--- config.mk ---
export PLATFORM = sky130hd
export DESIGN_NAME = pc_eval_bp_flat
export DESIGN_NICKNAME = d
export VERILOG_FILES = /design/src/rtl/pc_eval_bp_if.sv /design/src/rtl/pc_eval_bp.sv /design/src/flat_wrapper.sv
export SDC_FILE = /design/constraint.sdc
export NUM_CORES = 1
export LEC_CHECK = 0
export ABC_CLOCK_PERIOD_IN_PS = 5940
export CELL_PAD_IN_SITES_DETAIL_PLACEMENT = 0
export CELL_PAD_IN_SITES_GLOBAL_PLACEMENT = 2
export CORE_MARGIN = 2
export CORE_UTILIZATION = 35
export DETAILED_ROUTE_END_ITERATION = 7
export GPL_TIMING_DRIVEN = 0
export HOLD_SLACK_MARGIN = 0.03
export MAX_ROUTING_LAYER = met4
export PLACE_DENSITY_LB_ADDON = 0.1
export REMOVE_ABC_BUFFERS = 1
export SYNTH_ARGS = -nofsm -noshare
export SYNTH_HDL_FRONTEND = slang
export SYNTH_SLANG_ARGS = --single-unit
--- constraint.sdc ---
create_clock -name i_clk -period 5.94 [get_ports i_clk]
set_input_delay 1.188 -clock i_clk [delete_from_list [all_inputs] [get_ports i_clk]]
set_output_delay 1.188 -clock i_clk [all_outputs]
set_load 0.01 [all_outputs]
--- src/rtl/pc_eval_bp_if.sv ---
// EX-stage resolution, IF-stage lookup and redirect bundle for pc_eval_bp.
// master = pipeline side (drives EX/IF inputs), slave = evaluator.
// All outputs besides the lookup pair are registered inside the evaluator.
interface pc_eval_bp_if #(
  parameter int WIDTH = 32,
  parameter int CNT_W = 16
);
  logic             i_Valid;
  logic             i_Br;
  logic [WIDTH-1:0] i_Br_PC;
  logic [WIDTH-1:0] i_PC;
  logic [WIDTH-1:0] i_ALU_rslt;
  logic [WIDTH-1:0] i_PPC;
  logic             i_NPC_Ctrl;
  logic [WIDTH-1:0] i_Lookup_PC;
  logic [WIDTH-1:0] o_Pred_PC;
  logic             o_Pred_Taken;
  logic [WIDTH-1:0] o_New_PC;
  logic             o_Flush;
  logic             o_PPC_Eq;
  logic [CNT_W-1:0] o_Mispred_Cnt;

  modport master (
    output i_Valid, i_Br, i_Br_PC, i_PC, i_ALU_rslt, i_PPC, i_NPC_Ctrl, i_Lookup_PC,
    input  o_Pred_PC, o_Pred_Taken, o_New_PC, o_Flush, o_PPC_Eq, o_Mispred_Cnt
  );

  modport slave (
    input  i_Valid, i_Br, i_Br_PC, i_PC, i_ALU_rslt, i_PPC, i_NPC_Ctrl, i_Lookup_PC,
    output o_Pred_PC, o_Pred_Taken, o_New_PC, o_Flush, o_PPC_Eq, o_Mispred_Cnt
  );
endinterface

--- src/rtl/pc_eval_bp.sv ---
// EX-stage next-PC evaluator with a direct-mapped 2-bit-counter branch target table.
// Latency: lookup is combinational; redirect/flush/stats are registered, 1 cycle after resolution.
// No backpressure: the EX instruction arriving while o_Flush=1 is wrong-path and is dropped.
module pc_eval_bp #(
  parameter int WIDTH   = 32,
  parameter int DEPTH   = 16,
  parameter int IDX_LSB = 2,
  parameter int CNT_W   = 16
) (
  input  logic         i_clk,
  input  logic         i_rst,
  pc_eval_bp_if.slave  bus
);
  localparam int IDX_W = $clog2(DEPTH);
  localparam int TAG_W = WIDTH - IDX_LSB - IDX_W;
  localparam logic [WIDTH-1:0] PC_STEP = WIDTH'(4);

  // Predictor table state
  logic [DEPTH-1:0] valid_q, valid_d;
  logic [TAG_W-1:0] tag_q    [DEPTH];
  logic [TAG_W-1:0] tag_d    [DEPTH];
  logic [WIDTH-1:0] target_q [DEPTH];
  logic [WIDTH-1:0] target_d [DEPTH];
  logic [1:0]       ctr_q    [DEPTH];
  logic [1:0]       ctr_d    [DEPTH];

  // Registered resolution outputs
  logic [WIDTH-1:0] new_pc_q, new_pc_d;
  logic             flush_q, flush_d;
  logic             ppc_eq_q, ppc_eq_d;
  logic [CNT_W-1:0] mis_cnt_q, mis_cnt_d;

  // IF-stage lookup signals
  logic [IDX_W-1:0] lk_idx;
  logic [TAG_W-1:0] lk_tag;
  logic             lk_hit;
  logic             lk_taken;

  // EX-stage resolution signals
  logic [IDX_W-1:0] ex_idx;
  logic [TAG_W-1:0] ex_tag;
  logic             ex_hit;
  logic             ex_taken;
  logic             accept;
  logic [WIDTH-1:0] actual;
  logic             mis;

  assign lk_idx = bus.i_Lookup_PC[IDX_LSB +: IDX_W];
  assign lk_tag = bus.i_Lookup_PC[WIDTH-1 -: TAG_W];
  assign ex_idx = bus.i_Br_PC[IDX_LSB +: IDX_W];
  assign ex_tag = bus.i_Br_PC[WIDTH-1 -: TAG_W];

  // Same-cycle prediction from pre-update table contents (no write bypass)
  always_comb begin
    lk_hit   = valid_q[lk_idx] && (tag_q[lk_idx] == lk_tag);
    lk_taken = lk_hit && ctr_q[lk_idx][1];
  end

  assign bus.o_Pred_Taken  = lk_taken;
  assign bus.o_Pred_PC     = lk_taken ? target_q[lk_idx] : (bus.i_Lookup_PC + PC_STEP);
  assign bus.o_New_PC      = new_pc_q;
  assign bus.o_Flush       = flush_q;
  assign bus.o_PPC_Eq      = ppc_eq_q;
  assign bus.o_Mispred_Cnt = mis_cnt_q;

  // Resolve the EX instruction: actual next PC, mispredict, and the redirect/stat updates
  always_comb begin
    accept   = bus.i_Valid && !flush_q;
    ex_taken = !bus.i_NPC_Ctrl;
    actual   = bus.i_NPC_Ctrl ? bus.i_PC : bus.i_ALU_rslt;
    mis      = (actual != bus.i_PPC);
    ex_hit   = valid_q[ex_idx] && (tag_q[ex_idx] == ex_tag);

    new_pc_d  = new_pc_q;
    ppc_eq_d  = ppc_eq_q;
    mis_cnt_d = mis_cnt_q;
    flush_d   = 1'b0;
    if (accept) begin
      new_pc_d = actual;
      flush_d  = mis;
      ppc_eq_d = !mis;
      if (mis && (mis_cnt_q != {CNT_W{1'b1}})) begin
        mis_cnt_d = mis_cnt_q + CNT_W'(1);
      end
    end
  end

  // Train the table for accepted branches; wrong-path instructions leave it untouched
  always_comb begin
    valid_d  = valid_q;
    tag_d    = tag_q;
    target_d = target_q;
    ctr_d    = ctr_q;
    if (accept && bus.i_Br) begin
      if (ex_hit) begin
        if (ex_taken) begin
          ctr_d[ex_idx]    = (ctr_q[ex_idx] == 2'b11) ? 2'b11 : ctr_q[ex_idx] + 2'd1;
          target_d[ex_idx] = bus.i_ALU_rslt;
        end else begin
          ctr_d[ex_idx] = (ctr_q[ex_idx] == 2'b00) ? 2'b00 : ctr_q[ex_idx] - 2'd1;
        end
      end else if (ex_taken) begin
        valid_d[ex_idx]  = 1'b1;
        tag_d[ex_idx]    = ex_tag;
        target_d[ex_idx] = bus.i_ALU_rslt;
        ctr_d[ex_idx]    = 2'b10;
      end
    end
  end

  // Control state: reset wins over any same-cycle resolution or training
  always_ff @(posedge i_clk) begin
    if (i_rst) begin
      valid_q   <= '0;
      new_pc_q  <= '0;
      flush_q   <= 1'b0;
      ppc_eq_q  <= 1'b1;
      mis_cnt_q <= '0;
      for (int i = 0; i < DEPTH; i++) begin
        ctr_q[i] <= 2'b01;
      end
    end else begin
      valid_q   <= valid_d;
      new_pc_q  <= new_pc_d;
      flush_q   <= flush_d;
      ppc_eq_q  <= ppc_eq_d;
      mis_cnt_q <= mis_cnt_d;
      ctr_q     <= ctr_d;
    end
  end

  // Tag/target payload needs no reset: it is only observed behind a valid bit
  always_ff @(posedge i_clk) begin
    tag_q    <= tag_d;
    target_q <= target_d;
  end
endmodule

--- src/flat_wrapper.sv ---
// flat-port wrapper written by rule: the top's interface ports become plain ports
module pc_eval_bp_flat 
#(
  parameter int WIDTH   = 32,
  parameter int DEPTH   = 16,
  parameter int IDX_LSB = 2,
  parameter int CNT_W   = 16
)
  (i_clk, i_rst, bus_i_Valid, bus_i_Br, bus_i_Br_PC, bus_i_PC, bus_i_ALU_rslt, bus_i_PPC, bus_i_NPC_Ctrl, bus_i_Lookup_PC, bus_o_Pred_PC, bus_o_Pred_Taken, bus_o_New_PC, bus_o_Flush, bus_o_PPC_Eq, bus_o_Mispred_Cnt);
  pc_eval_bp_if #(.WIDTH(WIDTH), .CNT_W(CNT_W)) bus_i ();
  input  logic i_clk;
  input  logic i_rst;
  input wire logic [$bits(bus_i.i_Valid)-1:0] bus_i_Valid;
  input wire logic [$bits(bus_i.i_Br)-1:0] bus_i_Br;
  input wire logic [$bits(bus_i.i_Br_PC)-1:0] bus_i_Br_PC;
  input wire logic [$bits(bus_i.i_PC)-1:0] bus_i_PC;
  input wire logic [$bits(bus_i.i_ALU_rslt)-1:0] bus_i_ALU_rslt;
  input wire logic [$bits(bus_i.i_PPC)-1:0] bus_i_PPC;
  input wire logic [$bits(bus_i.i_NPC_Ctrl)-1:0] bus_i_NPC_Ctrl;
  input wire logic [$bits(bus_i.i_Lookup_PC)-1:0] bus_i_Lookup_PC;
  output wire logic [$bits(bus_i.o_Pred_PC)-1:0] bus_o_Pred_PC;
  output wire logic [$bits(bus_i.o_Pred_Taken)-1:0] bus_o_Pred_Taken;
  output wire logic [$bits(bus_i.o_New_PC)-1:0] bus_o_New_PC;
  output wire logic [$bits(bus_i.o_Flush)-1:0] bus_o_Flush;
  output wire logic [$bits(bus_i.o_PPC_Eq)-1:0] bus_o_PPC_Eq;
  output wire logic [$bits(bus_i.o_Mispred_Cnt)-1:0] bus_o_Mispred_Cnt;
  assign bus_i.i_Valid = bus_i_Valid;
  assign bus_i.i_Br = bus_i_Br;
  assign bus_i.i_Br_PC = bus_i_Br_PC;
  assign bus_i.i_PC = bus_i_PC;
  assign bus_i.i_ALU_rslt = bus_i_ALU_rslt;
  assign bus_i.i_PPC = bus_i_PPC;
  assign bus_i.i_NPC_Ctrl = bus_i_NPC_Ctrl;
  assign bus_i.i_Lookup_PC = bus_i_Lookup_PC;
  assign bus_o_Pred_PC = bus_i.o_Pred_PC;
  assign bus_o_Pred_Taken = bus_i.o_Pred_Taken;
  assign bus_o_New_PC = bus_i.o_New_PC;
  assign bus_o_Flush = bus_i.o_Flush;
  assign bus_o_PPC_Eq = bus_i.o_PPC_Eq;
  assign bus_o_Mispred_Cnt = bus_i.o_Mispred_Cnt;
  pc_eval_bp #(.WIDTH(WIDTH), .DEPTH(DEPTH), .IDX_LSB(IDX_LSB), .CNT_W(CNT_W)) u_core (.i_clk(i_clk), .i_rst(i_rst), .bus(bus_i));
endmodule
# Word-level counts from Yosys, hierarchy flattened

Index checks and enable logic that the tools add are counted.

Flip-flop bits (word level): 1026
Input port bits: 165
Output and inout port bits: 83
Word-level logic and storage cells: 132

$add $sub $neg: 4
$lt $le $gt $ge: 6
Eq/ne operators: 6
Multiplexer cells: 38
Bitwise operators: 9
Reduce and logical (&&, ||, !) cells: 16

Operators with widths:

| cell                                                                          | count |
|---|---|
| 512-bit bitwise mux                                                           | 1 |
| 416-bit bitwise mux                                                           | 1 |
| 32-bit two-way mux                                                            | 8 |
| 26-bit binary-select mux with 4-bit select                                    | 2 |
| 26-bit two-way mux                                                            | 5 |
| 32-bit binary-select mux with 4-bit select                                    | 1 |
| 32-bit demux with 4-bit select                                                | 1 |
| 26-bit demux with 4-bit select                                                | 1 |
| 32-bit bitwise mux                                                            | 2 |
| 26-bit == test                                                                | 2 |
| 32-bit by 3-bit adder with 32-bit output (second input constant)              | 1 |
| 32-bit != test                                                                | 1 |
| 16-bit bitwise OR                                                             | 2 |
| 16-bit by 1-bit adder with 16-bit output (second input constant)              | 1 |
| 16-bit bitwise AND                                                            | 1 |
| 2-bit binary-select mux with 4-bit select                                     | 2 |
| 16-bit != test (second input constant)                                        | 1 |
| 16-bit inverter                                                               | 1 |
| 2-bit two-way mux                                                             | 7 |
| 5-bit greater-or-equal comparator (second input constant)                     | 2 |
| 4-bit by 5-bit less-than comparator with 1-bit output (second input constant) | 2 |
| 4-bit inverter with 5-bit output                                              | 2 |
| 1-bit binary-select mux with 4-bit select                                     | 2 |
| 2-bit demux with 4-bit select                                                 | 1 |
| other kinds (15)                                                              | 29 |

# Depth between registers and ports, before layout

Depth in word-level cells: 9
Mapped depth: 16
Gate-level depth less buffers: 10

# Worst setup path before layout

No wires, ideal clock.

Path kind: input to output
Start: input port bus_i_Lookup_PC[2]
End: output port bus_o_Pred_PC[0]
Data arrival time: 4.233 ns
Required time: 4.752 ns
Setup slack: 0.519 ns
Cell stages on the path: 10
Cells stage by stage: buf_2 > buf_6 > buf_4 > buf_2 > buf_2 > clkbuf_1 > buf_1 > mux4_2 > mux4_2 > mux2_2

Cells in the longest elaborated chain, start to end: 8

RTL lines:

| element                                                | RTL line                                             | text |
|---|---|---|
| start, declared                                        | flat_wrapper.sv:20                                   | `input wire logic [$bits(bus_i.i_Lookup_PC)-1:0] bus_i_Lookup_PC;` |
| 4-bit inverter with 5-bit output (implied by the code) | pc_eval_bp.sv:55, pc_eval_bp.sv:56, pc_eval_bp.sv:60 |  |
| 26-bit binary-select mux with 4-bit select             | pc_eval_bp.sv:55                                     | `lk_hit = valid_q[lk_idx] && (tag_q[lk_idx] == lk_tag);` |
| 26-bit two-way mux (implied by the code) (2 in a row)  | pc_eval_bp.sv:55                                     |  |
| 26-bit == test                                         | pc_eval_bp.sv:55                                     |  |
| 1-bit logical AND                                      | pc_eval_bp.sv:55                                     |  |
| 1-bit logical AND                                      | pc_eval_bp.sv:56                                     | `lk_taken = lk_hit && ctr_q[lk_idx][1];` |
| 32-bit two-way mux *                                   | pc_eval_bp.sv:60                                     | `assign bus.o_Pred_PC = lk_taken ? target_q[lk_idx] : (bus.i_Lookup_PC + PC_STEP);` |
| end, declared                                          | flat_wrapper.sv:21                                   | `output wire logic [$bits(bus_i.o_Pred_PC)-1:0] bus_o_Pred_PC;` |

Mark *: on every way between the ends. The rest lies on a longest branch, timed or not. The select of a mux whose other input is x is not followed.

# Worst setup path in the final report

Start: input port bus_i_Lookup_PC[2]
End: output port bus_o_Pred_PC[7]

Same word-level chain as after synthesis.

==> results.cfg <==
[outcome]
status = finished, violations left
violations = setup timing

[synthesis]
synth-main-ff-cell = edfxtp_1
ys_warn_count = 0
synth_fa_ha_area_frac = 0.000994
syn_area_per_cell_um2 = 18.7
netlist_area_um2 = 45300
synthMuxAreaShare = 0.231
ys_ff_latch = 1026
synthCells = 2421
synth_edf_count = 928
synth_compound_area_frac = 0.0300
ys_seq_area_frac = 0.658
synth_top_family_by_area = multiplexers
synth_xor_area_frac = 0.0253
synthArstFlopShare = 0
yosysUniqueCellTypes = 67
yosys.area_share.simple = 0.0345

[global_routing]
grt_max_degree = 76
grt_pass1_vias = 26400
antenna_found_initial = 17
grt_pass1_wl_um = 205000
track_usage = 0.230
globalRouteOverflowTotal = 0

[timing]
fin_ws_ps = -262
worst_pin_slew_ps = 1330
skew_ps = 35.2
finalCritPeriodShare = 1.04
setup_viol = 28
relSlewSlack = 0.104
finalMaxSlewViolations = 0
hold_viol = 0
clock.fmax_mhz = 161
rsz0062_at_grt = true
fin_crit_ps = 6200

[job]
cap_violations = 0

[clock_tree]
clockRootBuffer = clkbuf_16
clock_latency_ps = 720
htreeDepth = 3
cts_buffers = 114
cts_tree = yes
cts.sinks = 1026
clockBufferDepth = 3
cts_hold_buf = 0
clkTransAtPathRegs_ps = 60

[floorplan]
ioPinCount = 248
dieArea_um2 = 132000
die_h_um = 364
die_w_um = 364
core_um2 = 129000
num_rows = 132
initial_core_util = 0.351

[place]
place.gp.congestion = 0.774
port_buffers = 245
dpl.hpwl_um = 89400
placed_area_um2 = 50700

[power]
power_leakage_nw = 18.2
power.density_nw_per_um2 = 297
ir_drop_mv = 0.228
total_power_mw = 16.6

[route]
vias_per_cell = 5.51
firstDrtPassIters = 8
wl_um = 147000
wl_per_cell_um = 32.1
drcViolationCount = 0
ant_nets = 0
vias = 25300
first_iter_violations = 2390

[final_layout]
finalInstanceArea_um2 = 55700
syn2layout_area_growth_pct = 22.8
drive_above_1_share = 0.282
nNetsFinal = 2895

[min_path]
hold_class = register to register

[worst_setup_path]
path_class = input pin to primary output
crit_fanout = 7
startpoint_type = input pin
cp-end-kind = primary output
crit_required_ps = 4750
crit_arrival_ps = 5010
==> routing by layer <==
layer  wire [µm]  GRT usage
met5           0          -
met4        4180     0.0693
met3        9540     0.0530
met2       70900      0.362
met1       62400      0.296
==> repair_timing <==
| action | CTS | global route |
|---|---|---|
| pin swaps | 7 | 5 |
| setup endpoints to repair | 372 | 33 |
| setup buffers | 26 | 11 |
| cloned | 15 | 0 |
| resized for setup | 181 | 42 |
==> path summary, 6_finish.rpt <==
path	slack, ps	depth (start not counted)	endpoint	start
setup / recovery	-260	16	bus_o_Pred_PC[7]	bus_i_Lookup_PC[2]
hold / removal	480	2	u_core.valid_q[15]	u_core.valid_q[15]
setup reg to reg	1140	11	u_core.tag_q[267]	u_core.tag_q[245]
hold reg to reg	480	2	u_core.valid_q[15]	u_core.valid_q[15]
==> critical path, stage by stage <==
cell and delay (ps):
buf_16 130, buf_16 160, buf_12 130, buf_16 130
mux4_2 510, mux4_2 530, xnor2_2 170, nand4_1 210
nor3_2 270, or4b_4 550, buf_12 180, buf_4 140
buf_8 120, buf_6 110, mux2_4 320, buf_6 130
==> synthesized netlist by cell type (all sizes together), types with 18 or more instances <==
library cell / count / area, µm²
mux2: 36 / 514
mux2i: 168 / 1680
inv: 18 / 67.6
xnor2: 91 / 797
a211oi: 48 / 360
buf: 109 / 656
a22oi: 24 / 180
clkbuf: 55 / 206
xor2: 40 / 350
nand3: 49 / 250
nor2b: 20 / 125
dfxtp: 98 / 1960
nand2: 81 / 304
a21oi: 19 / 98.9
nor2: 114 / 428
mux4: 367 / 8270
edfxtp: 928 / 27900
nand4: 28 / 175
==> final cells by class <==
cell class / instances / area, µm²
antenna: 14 / 35.0
timing repair buffer: 355 / 4770
clock inverter: 68 / 771
inverter: 18 / 67.6
sequential: 1026 / 29800
fill: 11200 / 73300
clock buffer: 148 / 3070
tap: 1742 / 2180
multi-input combinational: 1213 / 14900
==> flip-flops by register name, indices dropped and copies added, names as in the netlist <==
register,cells
u_core.tag_q,416
u_core.target_q,512
u_core.bus.o_PPC_Eq,1
u_core.bus.o_Flush,1
u_core.bus.o_Mispred_Cnt,16
u_core.valid_q,16
u_core.bus.o_New_PC,32
u_core.ctr_q,32
==> through the flow <==
stage                     setup TNS, ps   util  hold WS, ps  worst slack (ps)  cells
after global placement                -  0.381          467            -19430   4244
after floorplan                 -717870      -          442             -1400   2257
after detailed placement        -460340  0.393          473             -1750   4303
after CTS                         -3810  0.430          482              -372   4560
after global routing              -5820  0.432          503              -338   4583
final                             -3640  0.432          481              -262   4584
==> cell families (layout without fill, tap and decap cells) <==
family / after synthesis / after routing
compound gates: 173 / 173
xor+xnor: 131 / 131
fa+ha+maj: 4 / 4
buf+inv: 182 / 589
flops: 1026 / 1026
mux: 571 / 571
other cells: 0 / 14
simple gates: 334 / 334
==> power by group <==
part	internal [mW]	total, mW	switching [mW]
sequential	7.91	7.93	0.0198
combinational	0.637	1.40	0.763
clock	4.22	7.22	3.00
==> cell usage in the layout (no fill, tap or decap), drive strengths merged, types with 3 or more instances in the layout <==
master / instances
edfxtp: 928
mux4: 367
clkdlybuf4s50: 201
mux2i: 168
clkbuf: 153
buf: 137
nor2: 114
dfxtp: 98
xnor2: 91
nand2: 81
nand3: 49
a211oi: 48
clkinv: 48
xor2: 40
mux2: 36
nand4: 28
a22oi: 24
inv: 21
nor2b: 20
a21oi: 19
diode: 14
bufinv: 13
and3: 11
o21ai: 11
o31ai: 11
a31oi: 10
bufbuf: 10
nor4: 9
o2bb2ai: 8
o31a: 7
and2: 6
o41ai: 6
and4: 4
a22o: 4
clkinvlp: 4
a311o: 3
o22ai: 3
Note: power is estimated with default switching activity, not from simulation.
